--- src/rtl/ring_frame_rx_if.sv ---
// Serial ring receive bundle: ring input bit, node address and decoded packet fields.
interface ring_frame_rx_if #(
    parameter int ADDR_W = 4,
    parameter int DATA_W = 24
);
    logic              S_Data_in;
    logic [ADDR_W-1:0] My_Addr;
    logic              RX_Valid;
    logic [2:0]        RX_Type;
    logic [ADDR_W-1:0] RX_Dest;
    logic [ADDR_W-1:0] RX_Src;
    logic [DATA_W-1:0] RX_Data;
    logic              RX_For_Me;
    logic              RX_Error;
    logic              RX_Busy;

    modport master (
        output S_Data_in, My_Addr,
        input  RX_Valid, RX_Type, RX_Dest, RX_Src, RX_Data, RX_For_Me, RX_Error, RX_Busy
    );

    modport slave (
        input  S_Data_in, My_Addr,
        output RX_Valid, RX_Type, RX_Dest, RX_Src, RX_Data, RX_For_Me, RX_Error, RX_Busy
    );
endinterface

--- src/rtl/ring_frame_rx.sv ---
// Token-ring serial receiver: deserializes TOKEN/ACK/NACK/DATA frames into decoded fields.
// Optional trailing even-parity bit over type+payload when RING_RX_PARITY_EN is defined.
module ring_frame_rx #(
    parameter int ADDR_W      = 4,
    parameter int DATA_W      = 24,
    parameter int IDLE_RESYNC = 8
) (
    input  logic            Clk_S,
    input  logic            Rst,
    ring_frame_rx_if.slave  rx
);
    function automatic int max_of(input int a, input int b);
        return (a > b) ? a : b;
    endfunction

    localparam int CNT_MAX = max_of(max_of(DATA_W, 2 * ADDR_W), max_of(IDLE_RESYNC, 3));
    localparam int CNT_W   = $clog2(CNT_MAX);

    localparam logic [2:0] ST_IDLE   = 3'd0;
    localparam logic [2:0] ST_TYPE   = 3'd1;
    localparam logic [2:0] ST_ADDR   = 3'd2;
    localparam logic [2:0] ST_DATA   = 3'd3;
    localparam logic [2:0] ST_RESYNC = 3'd5;
`ifdef RING_RX_PARITY_EN
    localparam logic [2:0] ST_PAR    = 3'd4;
    localparam logic [2:0] ST_END    = ST_PAR;
`else
    localparam logic [2:0] ST_END    = ST_IDLE;
`endif

    localparam logic [2:0] TY_TOKEN  = 3'b111;
    localparam logic [2:0] TY_ACK    = 3'b000;
    localparam logic [2:0] TY_NACK   = 3'b011;
    localparam logic [2:0] TY_DATA_C = 3'b010;
    localparam logic [2:0] TY_DATA_3 = 3'b001;

    logic [2:0]          state;
    logic [CNT_W-1:0]    cnt;
    logic [2:0]          type_sr;
    logic [2*ADDR_W-1:0] addr_sr;
    logic [DATA_W-1:0]   data_sr;
`ifdef RING_RX_PARITY_EN
    logic                par_acc;
`endif

    logic                din;
    logic [2:0]          type_nx;
    logic [2*ADDR_W-1:0] addr_nx;
    logic [DATA_W-1:0]   data_nx;
    logic                last_type, last_addr, last_data;
    logic                type_bad, cur_short;
    logic [2:0]          pub_type;
    logic [2*ADDR_W-1:0] pub_addr;
    logic [DATA_W-1:0]   pub_data;
    logic                frame_end, frame_ok;

    assign din     = rx.S_Data_in;
    assign type_nx = {type_sr[1:0], din};
    assign addr_nx = {addr_sr[2*ADDR_W-2:0], din};
    assign data_nx = {data_sr[DATA_W-2:0], din};

    assign last_type = (cnt == CNT_W'(2));
    assign last_addr = (cnt == CNT_W'(2 * ADDR_W - 1));
    assign last_data = (cnt == CNT_W'(DATA_W - 1));
    assign type_bad  = type_nx[2] && (type_nx != TY_TOKEN);
    assign cur_short = (type_sr == TY_ACK) || (type_sr == TY_NACK);

    // The field being shifted on the final edge is taken from its next value,
    // so the outputs see the completed frame on that same edge.
    assign pub_type = (state == ST_TYPE) ? type_nx : type_sr;
    assign pub_addr = (state == ST_ADDR) ? addr_nx : addr_sr;
    assign pub_data = (state == ST_DATA) ? data_nx : data_sr;

`ifdef RING_RX_PARITY_EN
    assign frame_end = (state == ST_PAR);
    assign frame_ok  = ~(par_acc ^ din);
`else
    assign frame_end = ((state == ST_TYPE) && last_type && (type_nx == TY_TOKEN)) ||
                       ((state == ST_ADDR) && last_addr && cur_short) ||
                       ((state == ST_DATA) && last_data);
    assign frame_ok  = 1'b1;
`endif

    assign rx.RX_Busy = (state != ST_IDLE) && (state != ST_RESYNC);

    always_ff @(posedge Clk_S) begin
        if (Rst) begin
            state        <= ST_IDLE;
            cnt          <= '0;
            type_sr      <= '0;
            addr_sr      <= '0;
            data_sr      <= '0;
`ifdef RING_RX_PARITY_EN
            par_acc      <= 1'b0;
`endif
            rx.RX_Valid  <= 1'b0;
            rx.RX_Type   <= '0;
            rx.RX_Dest   <= '0;
            rx.RX_Src    <= '0;
            rx.RX_Data   <= '0;
            rx.RX_For_Me <= 1'b0;
            rx.RX_Error  <= 1'b0;
        end else begin
            rx.RX_Valid  <= 1'b0;
            rx.RX_Error  <= 1'b0;
            rx.RX_For_Me <= 1'b0;

            if (frame_end) begin
                if (frame_ok) begin
                    rx.RX_Valid  <= 1'b1;
                    rx.RX_Type   <= pub_type;
                    rx.RX_For_Me <= (pub_type == TY_TOKEN) ||
                                    (pub_addr[2*ADDR_W-1:ADDR_W] == rx.My_Addr);
                    if (pub_type != TY_TOKEN) begin
                        rx.RX_Dest <= pub_addr[2*ADDR_W-1:ADDR_W];
                        rx.RX_Src  <= pub_addr[ADDR_W-1:0];
                    end
                    if ((pub_type == TY_DATA_C) || (pub_type == TY_DATA_3))
                        rx.RX_Data <= pub_data;
                end else begin
                    rx.RX_Error <= 1'b1;
                end
            end

`ifdef RING_RX_PARITY_EN
            if ((state == ST_TYPE) || (state == ST_ADDR) || (state == ST_DATA))
                par_acc <= par_acc ^ din;
            else
                par_acc <= 1'b0;
`endif

            case (state)
                ST_IDLE: begin
                    cnt <= '0;
                    if (din) state <= ST_TYPE;
                end
                ST_TYPE: begin
                    type_sr <= type_nx;
                    if (last_type) begin
                        cnt <= '0;
                        if (type_bad) begin
                            rx.RX_Error <= 1'b1;
                            state       <= ST_RESYNC;
                        end else if (type_nx == TY_TOKEN) begin
                            state <= ST_END;
                        end else begin
                            state <= ST_ADDR;
                        end
                    end else begin
                        cnt <= cnt + 1'b1;
                    end
                end
                ST_ADDR: begin
                    addr_sr <= addr_nx;
                    if (last_addr) begin
                        cnt   <= '0;
                        state <= cur_short ? ST_END : ST_DATA;
                    end else begin
                        cnt <= cnt + 1'b1;
                    end
                end
                ST_DATA: begin
                    data_sr <= data_nx;
                    if (last_data) begin
                        cnt   <= '0;
                        state <= ST_END;
                    end else begin
                        cnt <= cnt + 1'b1;
                    end
                end
                ST_RESYNC: begin
                    if (din) begin
                        cnt <= '0;
                    end else if (cnt == CNT_W'(IDLE_RESYNC - 1)) begin
                        cnt   <= '0;
                        state <= ST_IDLE;
                    end else begin
                        cnt <= cnt + 1'b1;
                    end
                end
                default: begin
                    cnt   <= '0;
                    state <= ST_IDLE;
                end
            endcase
        end
    end
endmodule

--- src/flat_wrapper.sv ---
// flat-port wrapper written by rule: the top's interface ports become plain ports
module ring_frame_rx_flat 
#(
    parameter int ADDR_W      = 4,
    parameter int DATA_W      = 24,
    parameter int IDLE_RESYNC = 8
)
  (Clk_S, Rst, rx_S_Data_in, rx_My_Addr, rx_RX_Valid, rx_RX_Type, rx_RX_Dest, rx_RX_Src, rx_RX_Data, rx_RX_For_Me, rx_RX_Error, rx_RX_Busy);
  ring_frame_rx_if #(.ADDR_W(ADDR_W), .DATA_W(DATA_W)) rx_i ();
  input  logic Clk_S;
  input  logic Rst;
  input wire logic [$bits(rx_i.S_Data_in)-1:0] rx_S_Data_in;
  input wire logic [$bits(rx_i.My_Addr)-1:0] rx_My_Addr;
  output wire logic [$bits(rx_i.RX_Valid)-1:0] rx_RX_Valid;
  output wire logic [$bits(rx_i.RX_Type)-1:0] rx_RX_Type;
  output wire logic [$bits(rx_i.RX_Dest)-1:0] rx_RX_Dest;
  output wire logic [$bits(rx_i.RX_Src)-1:0] rx_RX_Src;
  output wire logic [$bits(rx_i.RX_Data)-1:0] rx_RX_Data;
  output wire logic [$bits(rx_i.RX_For_Me)-1:0] rx_RX_For_Me;
  output wire logic [$bits(rx_i.RX_Error)-1:0] rx_RX_Error;
  output wire logic [$bits(rx_i.RX_Busy)-1:0] rx_RX_Busy;
  assign rx_i.S_Data_in = rx_S_Data_in;
  assign rx_i.My_Addr = rx_My_Addr;
  assign rx_RX_Valid = rx_i.RX_Valid;
  assign rx_RX_Type = rx_i.RX_Type;
  assign rx_RX_Dest = rx_i.RX_Dest;
  assign rx_RX_Src = rx_i.RX_Src;
  assign rx_RX_Data = rx_i.RX_Data;
  assign rx_RX_For_Me = rx_i.RX_For_Me;
  assign rx_RX_Error = rx_i.RX_Error;
  assign rx_RX_Busy = rx_i.RX_Busy;
  ring_frame_rx #(.ADDR_W(ADDR_W), .DATA_W(DATA_W), .IDLE_RESYNC(IDLE_RESYNC)) u_core (.Clk_S(Clk_S), .Rst(Rst), .rx(rx_i));
endmodule
--- config.mk ---
export PLATFORM = sky130hd
export DESIGN_NAME = ring_frame_rx_flat
export DESIGN_NICKNAME = d
export VERILOG_FILES = /design/src/rtl/ring_frame_rx_if.sv /design/src/rtl/ring_frame_rx.sv /design/src/flat_wrapper.sv
export SDC_FILE = /design/constraint.sdc
export NUM_CORES = 1
export LEC_CHECK = 0
export BUFFER_PORTS_ARGS = -buffer_cell sky130_fd_sc_hd__buf_4
export CELL_PAD_IN_SITES_DETAIL_PLACEMENT = 2
export CELL_PAD_IN_SITES_GLOBAL_PLACEMENT = 2
export CORE_UTILIZATION = 30
export CTS_CLUSTER_DIAMETER = 100
export CTS_CLUSTER_SIZE = 25
export DETAILED_ROUTE_END_ITERATION = 8
export HOLD_SLACK_MARGIN = 0.08
export PLACE_DENSITY = 0.79
export SETUP_SLACK_MARGIN = 0.5
export SLEW_MARGIN = 40
export SYNTH_ARGS = -nofsm -noshare
export SYNTH_HDL_FRONTEND = slang
export SYNTH_SLANG_ARGS = --single-unit
--- constraint.sdc ---
create_clock -name Clk_S -period 2.6 [get_ports Clk_S]
set_input_delay 0.13 -clock Clk_S [delete_from_list [all_inputs] [get_ports Clk_S]]
set_output_delay 0.13 -clock Clk_S [all_outputs]
set_load 0.03 [all_outputs]
-- Word level (Yosys, flattened, before mapping)
Cells that the tools add are included.
- logic and storage cells: 78
- input port bits: 7
- output and inout port bits: 39
- register bits after elaboration: 81
- reduce and logical (&&, ||, !) cells: 20
- eq/ne operators: 22
- mux-type cells: 20
- bitwise operators: 3
- add/subtract/negate cells: 1
- operator list (kind ; count):
    $mux 24 ; 1
    $mux 3 ; 8
    $mux 5 ; 4
    $pmux 5 s4 ; 1
    $pmux 3 s5 ; 1
    $eq 3x2->1 const B ; 4
    $eq 3x3->1 const B ; 3
    $ne 3x3->1 const B ; 3
    $mux 8 ; 1
    $ne 2x1->1 const B ; 4
    $logic_and 1x1->1 ; 7
    $eq 3x1->1 const B ; 2
    $logic_not 3->1 ; 2
    $reduce_and 6->1 ; 1
    $add 5x1->5 const B ; 1
    $eq 5x2->1 const B ; 1
    $eq 5x3->1 const B ; 1
    $eq 5x5->1 const B ; 1
    $logic_or 1x1->1 ; 5
    $eq 4x4->1 ; 1
    $mux 2 ; 2
    $ne 2x2->1 const B ; 2
    $reduce_and 2->1 ; 2
    $not 1->1 ; 3
    other kinds (4) ; 5

-- Depth between registers and ports, before layout
Gate-level depths: netlist (run 1).
- word-level depth: 7
- depth in mapped cells: 8
- mapped depth without buffers: 7

-- Worst setup path after synthesis (run 1)
Ideal clock, no wire load.
- kind: flip-flop to flip-flop
- start point: register u_core.state[1]
- end point: register u_core.rx.RX_Data[10]
- setup slack: 326 ps
- data arrival time: 2153 ps
- buffers on the path: 2
- data required time: 2479 ps
- setup time: 121 ps
- clock period less this slack: 2274 ps
- stages on the path, launching flop included: 8
- path through: dfxtp_1 buf_2 nor3b_4 mux2_4 a211o_1 a21oi_4 buf_12 mux2_4
- cells in the longest elaborated chain, start to end: 6
- elaborated cells between the ends (all ways): 16
- classes of those cells: 5 x eq/ne; 2 x mux; 9 x reduce/logical
- RTL lines (what ; RTL line ; source):
    start: declaration ; ring_frame_rx.sv:37 ; logic [2:0] state;
    start signal: assignment ; ring_frame_rx.sv:157 ; state <= cur_short ? ST_END : ST_DATA;
    branches (longest 6 deep; another with $eq 3x1->1) ; - ;
    end signal: assignment ; ring_frame_rx.sv:119 ; rx.RX_Data <= pub_data;
    end: declaration ; ring_frame_rx_if.sv:24 ; output RX_Valid, RX_Type, RX_Dest, RX_Src, RX_Data, RX_For_Me, RX_Error, RX_Busy
Parallel ways; which one is timed is not known.
A chain may end at the register's enable or synchronous reset.

-- Worst setup path after layout (run 1)
- start point: register u_core.cnt[0]
- end point: register u_core.rx.RX_Data[14]
- cells in the longest elaborated chain, start to end: 6
- elaborated cells between the ends (all ways): 11
- classes of those cells: 3 x eq/ne; 8 x reduce/logical
- RTL lines (what ; RTL line ; source):
    start: declaration ; ring_frame_rx.sv:38 ; logic [CNT_W-1:0] cnt;
    start signal: assignment ; ring_frame_rx.sv:150 ; cnt <= cnt + 1'b1;
    start signal: assignment ; ring_frame_rx.sv:159 ; cnt <= cnt + 1'b1;
    start signal: assignment ; ring_frame_rx.sv:168 ; cnt <= cnt + 1'b1;
    $eq 5x2->1 or $eq 5x3->1 (tied branches) ; ring_frame_rx.sv:62, ring_frame_rx.sv:63 ;
    $logic_and 1x1->1, on equally long branches (2 in a row) ; ring_frame_rx.sv:78, ring_frame_rx.sv:79 ;
    $logic_or 1x1->1 ; ring_frame_rx.sv:78 ; assign frame_end = ((state == ST_TYPE) && last_type && (type_nx == TY_TOKEN)) ||
    $logic_or 1x1->1 * ; ring_frame_rx.sv:79 ; ((state == ST_ADDR) && last_addr && cur_short) ||
    $reduce_and 2->1 (no line) * ; - ;
Every way passes the cells marked *; elsewhere a longest branch is shown, timed or not.

==> run summary, run 1 <==
R2r worst-path depth: 9
Leading area contributor after synthesis: dfxtp_1
Clock H-tree levels: 3
WL per Instance: 19.31 um
Synth Area per Inst: 9.623 um^2
Met2 WL: 5.672 mm
VDD IR max: 0.2569 mV
Area Growth Syn to Fin: 29.95%
Register bit total from synthesis: 81
Setup TNS: 0 ps
Net count after synthesis: 378
Seq/Total Area, Yosys: 45.67%
Vias per cell: 4.960
WL final: 11.01 mm
# diodes: 0
Nets@finish: 431
Grt ovf: 0
Num rows: 39
Crit path DAT: 2430 ps
Most frequent cells in the layout: dfxtp_1 (75), nand2_1 (71), buf_4 (58)
Commonest non-fill, non-tap cell in the layout: dfxtp_1
Die H: 110.8 um
Placed cell area: 3994 um^2
Final Setup Violations: 0
Initial Utilization: 30.97%
Met1 wire length: 4.818 mm
Die X: 110.8 um
Fillcell total: 1,196
First-pass GRT wire length: 17.39 mm
Top cell type's share of synthesized area: 45.67%
Final Max Slew Viols: 0
Post-Synthesis Cells: 369
Core area: 11,470 um^2
Final core utilization: 40.24%
Initial antenna violation count: 0
R2R Path Start: u_core.cnt[0]
Max Cap Viol: 0
RSZ-0062 raised after global routing: true
Routability Congestion: 0.7477
Number of CTS-inserted buffers: 9
GRT Overall Usage: 17.86%
Dominant cells by area after synthesis: dfxtp_1 (46%), mux2_4 (8.9%), nand2_1 (7.5%), nor2b_1 (6.0%), a21oi_1 (5.6%)
DRC: 0
Critical R2R Capture: u_core.rx.RX_Data[14]
Layout cells sized above 1: 33.72%
Final HPWL DP: 5.825 mm
Ys Warns: 0
Tmin final: 2204 ps
Buffers on Ports: 45
Post-synth EDFFs: 0
Clock Path Buffers: 2
Critical Path Source: u_core.cnt[0]
Ys flop type: dfxtp_1
Die area: 12,280 um^2
Initial DRC Count: 118
Final Cell Area: 4614 um^2
Largest net degree at the start of global routing: 81
Crit. End Element: register
CTS tree: yes
Final hold violation count: 0
Final Cycle Share: 84.77%
Req. time, crit path: 2830 ps
Hold crit path type: in -> reg
Top Layer Used: met4
Flop2flop setup slack: 400 ps
Reg clk slew, reported paths: 60 ps
Clock latency on the worst-skew pair: 340 ps
Synth async-reset ratio: 0%
Clock root cell: clkbuf_16
Number of clock sinks: 81
Routed via count: 2,827
Max Fanout on Critical Path: 6
CP Launch Type: register
1st-pass router iterations: 4
PwrDens: 702.6 nW/um^2
Yosys cell types: 52
Lkg Pwr: 1.768 nW
Met3 Wirelength: 283 um
Final clock skew: 5.748 ps
Number of placed I/O pins: 46
Cell area after synthesis: 3551 um^2
Remaining antenna violation count after routing: 0
Tightest Pin Transition: 595.6 ps
Outcome: finished, final reports clean
Crit path kind: reg -> reg
Vias in the first global route: 3,169
Slew Limit Headroom: 60.29%
Critical Path Sink: u_core.rx.RX_Data[14]
Maximum clock rate: 0.4537 GHz
[layer usage]
metal  up-vias  global-route usage [%]
met5         -                       0
met4         0                   7.911
met3        13                   2.679
met2        46                   31.06
met1      1415                   21.74
li1       1353                       -
[critical path: stages (launching register included)]
cell	delay, ps
dfxtp_4	370
inv_4	60
ha_4	120
or4b_4	490
nor3_4	160
a211oi_4	80
a21oi_4	210
buf_4	170
buf_16	130
mux2_4	300
[per-stage QoR]
step                      instances  hold slack [ps]  worst slack [ps]  power [mW]
after floorplan                 369            405.7             341.6       1.721
after detailed placement        539            467.4             297.7       1.857
after CTS                       568            125.0             413.0       3.220
after global routing            570            154.5             315.5       3.373
final                           570            142.2             396.1       3.242
after global placement          539            440.4             355.1       1.837
[where the power goes]
group | total (mW) | switching [mW] | internal, mW
clock network | 1.31 | 0.537 | 0.774
logic | 0.610 | 0.378 | 0.232
registers | 1.32 | 0.0452 | 1.28
total | 3.24 | 0.961 | 2.28
[cell type report]
| class | instances | area [um^2] | area share (%) |
|---|---|---|---|
| Sequential cell | 81 | 1637 | 35.47 |
| Clock buffer | 10 | 239.0 | 5.179 |
| Inverter | 3 | 13.76 | 0.2983 |
| Tap cell | 143 | 178.9 | 3.877 |
| Multi-Input combinational cell | 260 | 1881 | 40.75 |
| Clock inverter | 6 | 65.06 | 1.410 |
| Timing Repair Buffer | 67 | 600.6 | 13.02 |
[sequential cells by signal, summed over array words and instances, names as in the netlist]
signal,cells
u_core.addr_sr,8
u_core.cnt,5
u_core.data_sr,24
u_core.rx.RX_Data,24
u_core.rx.RX_Dest,4
u_core.rx.RX_Error,1
u_core.rx.RX_For_Me,1
u_core.rx.RX_Src,4
u_core.rx.RX_Type,3
u_core.rx.RX_Valid,1
u_core.state,3
u_core.type_sr,3
[cells by family after synthesis]
| kind of cell | count (synthesis) | synth area share [%] |
|---|---|---|
| fa+ha+maj | 2 | 0.7046 |
| buf+inv | 28 | 4.369 |
| compound gates | 63 | 11.42 |
| mux | 38 | 14.13 |
| simple gates | 150 | 21.99 |
| xor+xnor | 7 | 1.727 |
| flops | 81 | 45.67 |
[repair_timing]
item | in CTS | in global routing
pin swaps | 1 | 2
buffers inserted | 11 | 1
resized for setup | 17 | 16
setup endpoints to repair | 33 | 38
gates cloned | 2 | 1
hold buffers | 0 | 0
[synthesized netlist by cell type (2+ instances only)]
| library cell | number |
|---|---|
| dfxtp_1 | 81 |
| nand2_1 | 71 |
| a21oi_1 | 40 |
| nor2b_1 | 34 |
| mux2_4 | 21 |
| nor2_1 | 15 |
| clkbuf_1 | 14 |
| mux2_2 | 13 |
| buf_2 | 8 |
| nand3_1 | 5 |
| xor2_1 | 5 |
| mux2i_1 | 4 |
| inv_1 | 3 |
| nor3_1 | 3 |
| o21ai_0 | 3 |
| or2_2 | 3 |
| a211o_1 | 2 |
| a21o_1 | 2 |
| buf_12 | 2 |
| ha_1 | 2 |
| nand2b_1 | 2 |
| nand3b_1 | 2 |
| nand4bb_1 | 2 |
| o22ai_1 | 2 |
| o31ai_1 | 2 |
| xnor2_1 | 2 |
[how the worst min path moves through the flow]
stage	startpoint	depth (start not counted)	slack (ps)	end
floorplan	rx_My_Addr[0]	2	410	u_core.rx.RX_For_Me
global placement	u_core.cnt[0]	1	440	u_core.cnt[0]
detailed placement	u_core.addr_sr[1]	2	470	u_core.addr_sr[2]
CTS	rx_S_Data_in	3	130	u_core.addr_sr[0]
global route	rx_S_Data_in	3	150	u_core.addr_sr[0]
finish	rx_S_Data_in	3	140	u_core.addr_sr[0]
(Power assumes the default switching activity.)
==> inputs of run 2 (changes only) <==
==> constraint.sdc (replaced) <==
create_clock -name Clk_S -period 2.05 [get_ports Clk_S]
set_input_delay 0.1025 -clock Clk_S [delete_from_list [all_inputs] [get_ports Clk_S]]
set_output_delay 0.1025 -clock Clk_S [all_outputs]
set_load 0.03 [all_outputs]
==> run summary, run 2 (synthesis gave the netlist of run 1 again) <==
Slew Limit Headroom: 55.35%
Reg clk slew, reported paths: 60 ps
Power share of the clock group: 36.6%
P_sw: 1.330 mW
Int Pwr: 3.092 mW
Buffers on Ports: 45
Core area: 11,470 um^2
Met1 wire length: 4.408 mm
WL per Instance: 18.15 um
Layout cells sized above 1: 41.26%
Area occupied by multi-input gates: 2054 um^2
Gate power share: 26.0%
Max Cap Viol: 0
Number of CTS-inserted buffers: 9
Clock root cell: clkbuf_16
Met3 Wirelength: 411 um
Flop pwr share: 37.4%
Number of clock sinks: 81
Reg area: 1630 um^2
Final Max Slew Viols: 0
First-pass GRT wire length: 16.08 mm
Die H: 110.8 um
Crit. End Element: register
Routed via count: 2,885
Hold Startpoint: rx_S_Data_in
Fillcell total: 1,190
Tightest Pin Transition: 669.7 ps
Clock Path Buffers: 2
Initial Utilization: 30.97%
Top Layer Used: met4
PwrDens: 891.5 nW/um^2
Initial antenna violation count: 0
Maximum clock rate: 0.4721 GHz
Vias in the first global route: 3,094
Final Cycle Share: 103.3%
Clock H-tree levels: 3
CP Launch Type: register
Switching Share: 30.07%
R2R Path Start: u_core.cnt[0]
Remaining antenna violation count after routing: 0
Largest net degree at the start of global routing: 81
Setup slack after layout: -68.14 ps
Crit path DAT: 2350 ps
Vias per cell: 4.898
Final core utilization: 43.25%
CTS tree: yes
GRT Overall Usage: 16.65%
Setup WS pre-CTS: -87.81 ps
Final hold violation count: 0
Final HPWL DP: 6.285 mm
Met2 WL: 5.709 mm
Die X: 110.8 um
Lkg Pwr: 1.931 nW
Most frequent cells in the layout: dfxtp_1 (76), nand2_1 (68), buf_4 (61)
Initial DRC Count: 95
Nets@finish: 451
Final clock skew: 4.689 ps
Hold buffer count at CTS: 0
# diodes: 0
1st-pass router iterations: 4
Area Growth Syn to Fin: 39.68%
Worst hold slack: 151.2 ps
Hold crit path type: in -> reg
Crit path kind: reg -> reg
Failing checks: negative setup slack
Num rows: 39
Tmin final: 2118 ps
VDD IR max: 0.5478 mV
Grt ovf: 0
Setup TNS: -705.9 ps
Clock latency on the worst-skew pair: 340 ps
Commonest non-fill, non-tap cell in the layout: dfxtp_1
Routability Congestion: 0.8052
Outcome: finished, violations left
Largest registers: u_core.data_sr (24), u_core.rx.RX_Data (24), u_core.addr_sr (8)
Critical Path Source: u_core.cnt[0]
Number of placed I/O pins: 46
Req. time, crit path: 2280 ps
DRC: 0
Max Fanout on Critical Path: 12
RSZ-0062 raised after global routing: true
WL final: 10.69 mm
Die area: 12,280 um^2
Final Setup Violations: 25
Total power draw: 4.422 mW
run 2: cell types whose count changed in the layout (fill, tap and decap cells not counted), moves of 3 or more:
cell     before  now
buf_6         4   21
a21oi_1      39   33
a21oi_4       2    6
buf_4        58   61
mux2_2        7    4
mux2_4       27   30
nand2_1      71   68
nor2_1       15   12
run 2: cell type report:
cell class / count / share of cell area (%)
Multi-Input combinational cell: 260 / 41.42
Sequential cell: 81 / 32.87
Timing Repair Buffer: 87 / 15.92
Clock buffer: 10 / 4.818
Tap cell: 143 / 3.607
Clock inverter: 5 / 1.135
Inverter: 3 / 0.2270
run 2: worst max-delay path, stage by stage (launching register included):
cell and delay, ps:
dfxtp_2 320, inv_2 70, ha_4 120, or4b_4 480, nor3_4 160, a211oi_4 80
a21oi_4 220, buf_12 190, mux2_2 350
run 2: metrics by stage:
step           instances  area (um^2)
5_1_grt              589         4960
6_report             589         4960
3_3_place_gp         556         4205
2_1_floorplan        369         3611
4_1_cts              581         4737
3_5_place_dp         556         4205
run 2: power groups by stage:
stage / logic, mW / registers [mW] / clock network, mW
2_1_floorplan: 0.542 / 1.66 / 0
3_3_place_gp: 0.755 / 1.67 / 0
3_5_place_dp: 0.780 / 1.68 / 0
4_1_cts: 0.942 / 1.65 / 1.67
5_1_grt: 1.23 / 1.65 / 1.73
6_report: 1.15 / 1.65 / 1.62
run 2: metal layers:
metal,track usage (%),vias up
met2,29.77,44
met3,5.249,13
met1,18.43,1439
met5,0,-
li1,-,1389
met4,5.956,0
run 2: worst paths after layout:
path,endpoint,slack [ps],cells after the start
min reg2reg,u_core.data_sr[3],480,2
max,u_core.rx.RX_Data[1],-70,8
max reg2reg,u_core.rx.RX_Data[1],-70,8
min,u_core.addr_sr[0],150,3
run 2: what timing repair did:
item / CTS / global route
gates cloned: 0 / 0
setup buffers: 10 / 8
hold endpoints to repair: 0 / 0
pin swaps: 8 / 12
resized for setup: 36 / 35
endpoints found under the setup margin: 60 / 54
==> inputs of run 3 (changes only) <==
--- a/config.mk
+++ b/config.mk
@@ -14,7 +14,7 @@
 export DETAILED_ROUTE_END_ITERATION = 8
 export HOLD_SLACK_MARGIN = 0.08
 export PLACE_DENSITY = 0.79
-export SETUP_SLACK_MARGIN = 0.5
+export SETUP_SLACK_MARGIN = 0.1
 export SLEW_MARGIN = 40
 export SYNTH_ARGS = -nofsm -noshare
 export SYNTH_HDL_FRONTEND = slang
==> run summary, run 3 (synthesis gave the netlist of run 1 again) <==
Outcome: finished, violations left
Failing checks: negative setup slack
Tightest Pin Transition: 515.3 ps
Lkg Pwr: 1.897 nW
Reg clk slew, reported paths: 70 ps
Max Cap Viol: 0
Switching Share: 30.72%
Setup WS pre-CTS: -156.0 ps
Die H: 110.8 um
Top Layer Used: met4
Int Pwr: 3.109 mW
Number of CTS-inserted buffers: 9
WL per Instance: 21.98 um
Largest net degree at the start of global routing: 35
VDD IR max: 0.5838 mV
Hold path endpoint: u_core.addr_sr[0]
CP Launch Type: register
Maximum clock rate: 0.4571 GHz
Initial DRC Count: 133
Post-Layout Cell Count: 588
GRT Overall Usage: 19.01%
Initial Utilization: 30.97%
P_sw: 1.379 mW
Met3 Wirelength: 310 um
Die area: 12,280 um^2
Gate power share: 22.6%
Hold crit path type: in -> reg
Final Cycle Share: 106.7%
Nets@finish: 449
Hold Startpoint: rx_S_Data_in
Layout cells sized above 1: 39.78%
Buffers on Ports: 45
CTS tree: yes
Num rows: 39
Clock Path Buffers: 2
Tmin final: 2188 ps
Final Max Slew Viols: 0
Power share of the clock group: 40.5%
First-pass GRT wire length: 18.19 mm
Area Growth Syn to Fin: 37.95%
Flop2flop setup slack: -140 ps
Remaining antenna violation count after routing: 0
Final hold violation count: 0
Hold depth: 3
RSZ-0062 raised after global routing: true
Met1 wire length: 5.270 mm
WL final: 12.93 mm
Crit. End Element: register
1st-pass router iterations: 4
Crit path kind: reg -> reg
Critical R2R Capture: u_core.rx.RX_Data[19]
Routed via count: 3,020
Final core utilization: 42.72%
Clock latency on the worst-skew pair: 350 ps
Setup slack after layout: -137.8 ps
R2r worst-path depth: 7
Placed Cells: 561
Initial antenna violation count: 0
Vias in the first global route: 3,335
Die X: 110.8 um
PwrDens: 916.2 nW/um^2
Commonest non-fill, non-tap cell in the layout: dfxtp_1
Hold buffer count at CTS: 0
Final HPWL DP: 6.499 mm
Crit path DAT: 2430 ps
Req. time, crit path: 2290 ps
DRC: 0
Core area: 11,470 um^2
Number of clock sinks: 81
Slew Limit Headroom: 65.33%
Max Fanout on Critical Path: 6
Routability Congestion: 0.7385
Met2 WL: 6.905 mm
Most frequent cells in the layout: dfxtp_1 (76), buf_4 (73), nand2_1 (71)
Number of placed I/O pins: 46
Vias per cell: 5.136
Final clock skew: 7.227 ps
Largest registers: u_core.data_sr (24), u_core.rx.RX_Data (24), u_core.addr_sr (8)
Grt ovf: 0
R2R Path Start: u_core.state[0]
# diodes: 0
Clock root cell: clkbuf_16
Flop pwr share: 36.9%
Final Setup Violations: 31
Clock H-tree levels: 3
==> run 3: how the worst max path moves through the flow <==
stage | start | endpoint | slack (ps)
2_1_floorplan | u_core.state[1] | u_core.rx.RX_Data[10] | -210
3_3_place_gp | u_core.cnt[1] | u_core.rx.RX_Data[1] | -50
3_5_place_dp | u_core.cnt[1] | u_core.rx.RX_Data[2] | -160
4_1_cts | u_core.cnt[0] | u_core.rx.RX_Data[4] | -100
5_1_grt | u_core.cnt[0] | u_core.rx.RX_Data[19] | -200
6_report | u_core.state[0] | u_core.rx.RX_Data[19] | -140
==> run 3: power groups by stage <==
stage	Sequential [mW]	Combinational [mW]	Clock, mW
detailed placement	1.68	0.768	0
floorplan	1.66	0.520	0
global placement	1.67	0.732	0
global route	1.66	1.08	1.91
finish	1.65	1.01	1.82
CTS	1.65	0.825	1.79
==> run 3: metrics by stage <==
| stage | setup TNS (ps) | cell area (um^2) | hold slack, ps | power [mW] |
|---|---|---|---|---|
| detailed placement | -3756 | 4224 | 456.1 | 2.446 |
| global placement | -631.3 | 4224 | 449.3 | 2.404 |
| CTS | -1670 | 4725 | 123.3 | 4.271 |
| floorplan | -4565 | 3585 | 378.2 | 2.184 |
| global route | -4506 | 4898 | 139.1 | 4.640 |
| finish | -2467 | 4898 | 134.6 | 4.488 |
==> run 3: layout make-up <==
cell class,instances,area (um^2)
Fill cell,1179,6569
Multi-Input combinational cell,260,1999
Sequential cell,81,1628
Timing Repair Buffer,85,759.5
Clock buffer,11,242.7
Tap cell,143,178.9
Clock inverter,5,78.83
Inverter,3,11.26
==> run 3: timing repair <==
item | 4_1_cts | 5_1_grt
endpoints found under the setup margin | 42 | 43
gates cloned | 2 | 0
pin swaps | 2 | 10
gates resized for setup | 22 | 29
buffers inserted | 2 | 8
==> run 3: per-layer routing <==
| metal | vias to the layer above | track usage [%] |
|---|---|---|
| li1 | 1392 | - |
| met1 | 1523 | 21.71 |
| met2 | 70 | 34.82 |
| met3 | 35 | 4.101 |
| met4 | 0 | 6.311 |
| met5 | - | 0 |
==> run 3: worst max-delay path, stage by stage, from the launching register on <==
cell and delay, ps:
dfxtp_2 360, nor3b_4 260, mux2_4 340, a211o_1 300, a21oi_4 230, buf_12 150
buf_16 130, mux2_4 300
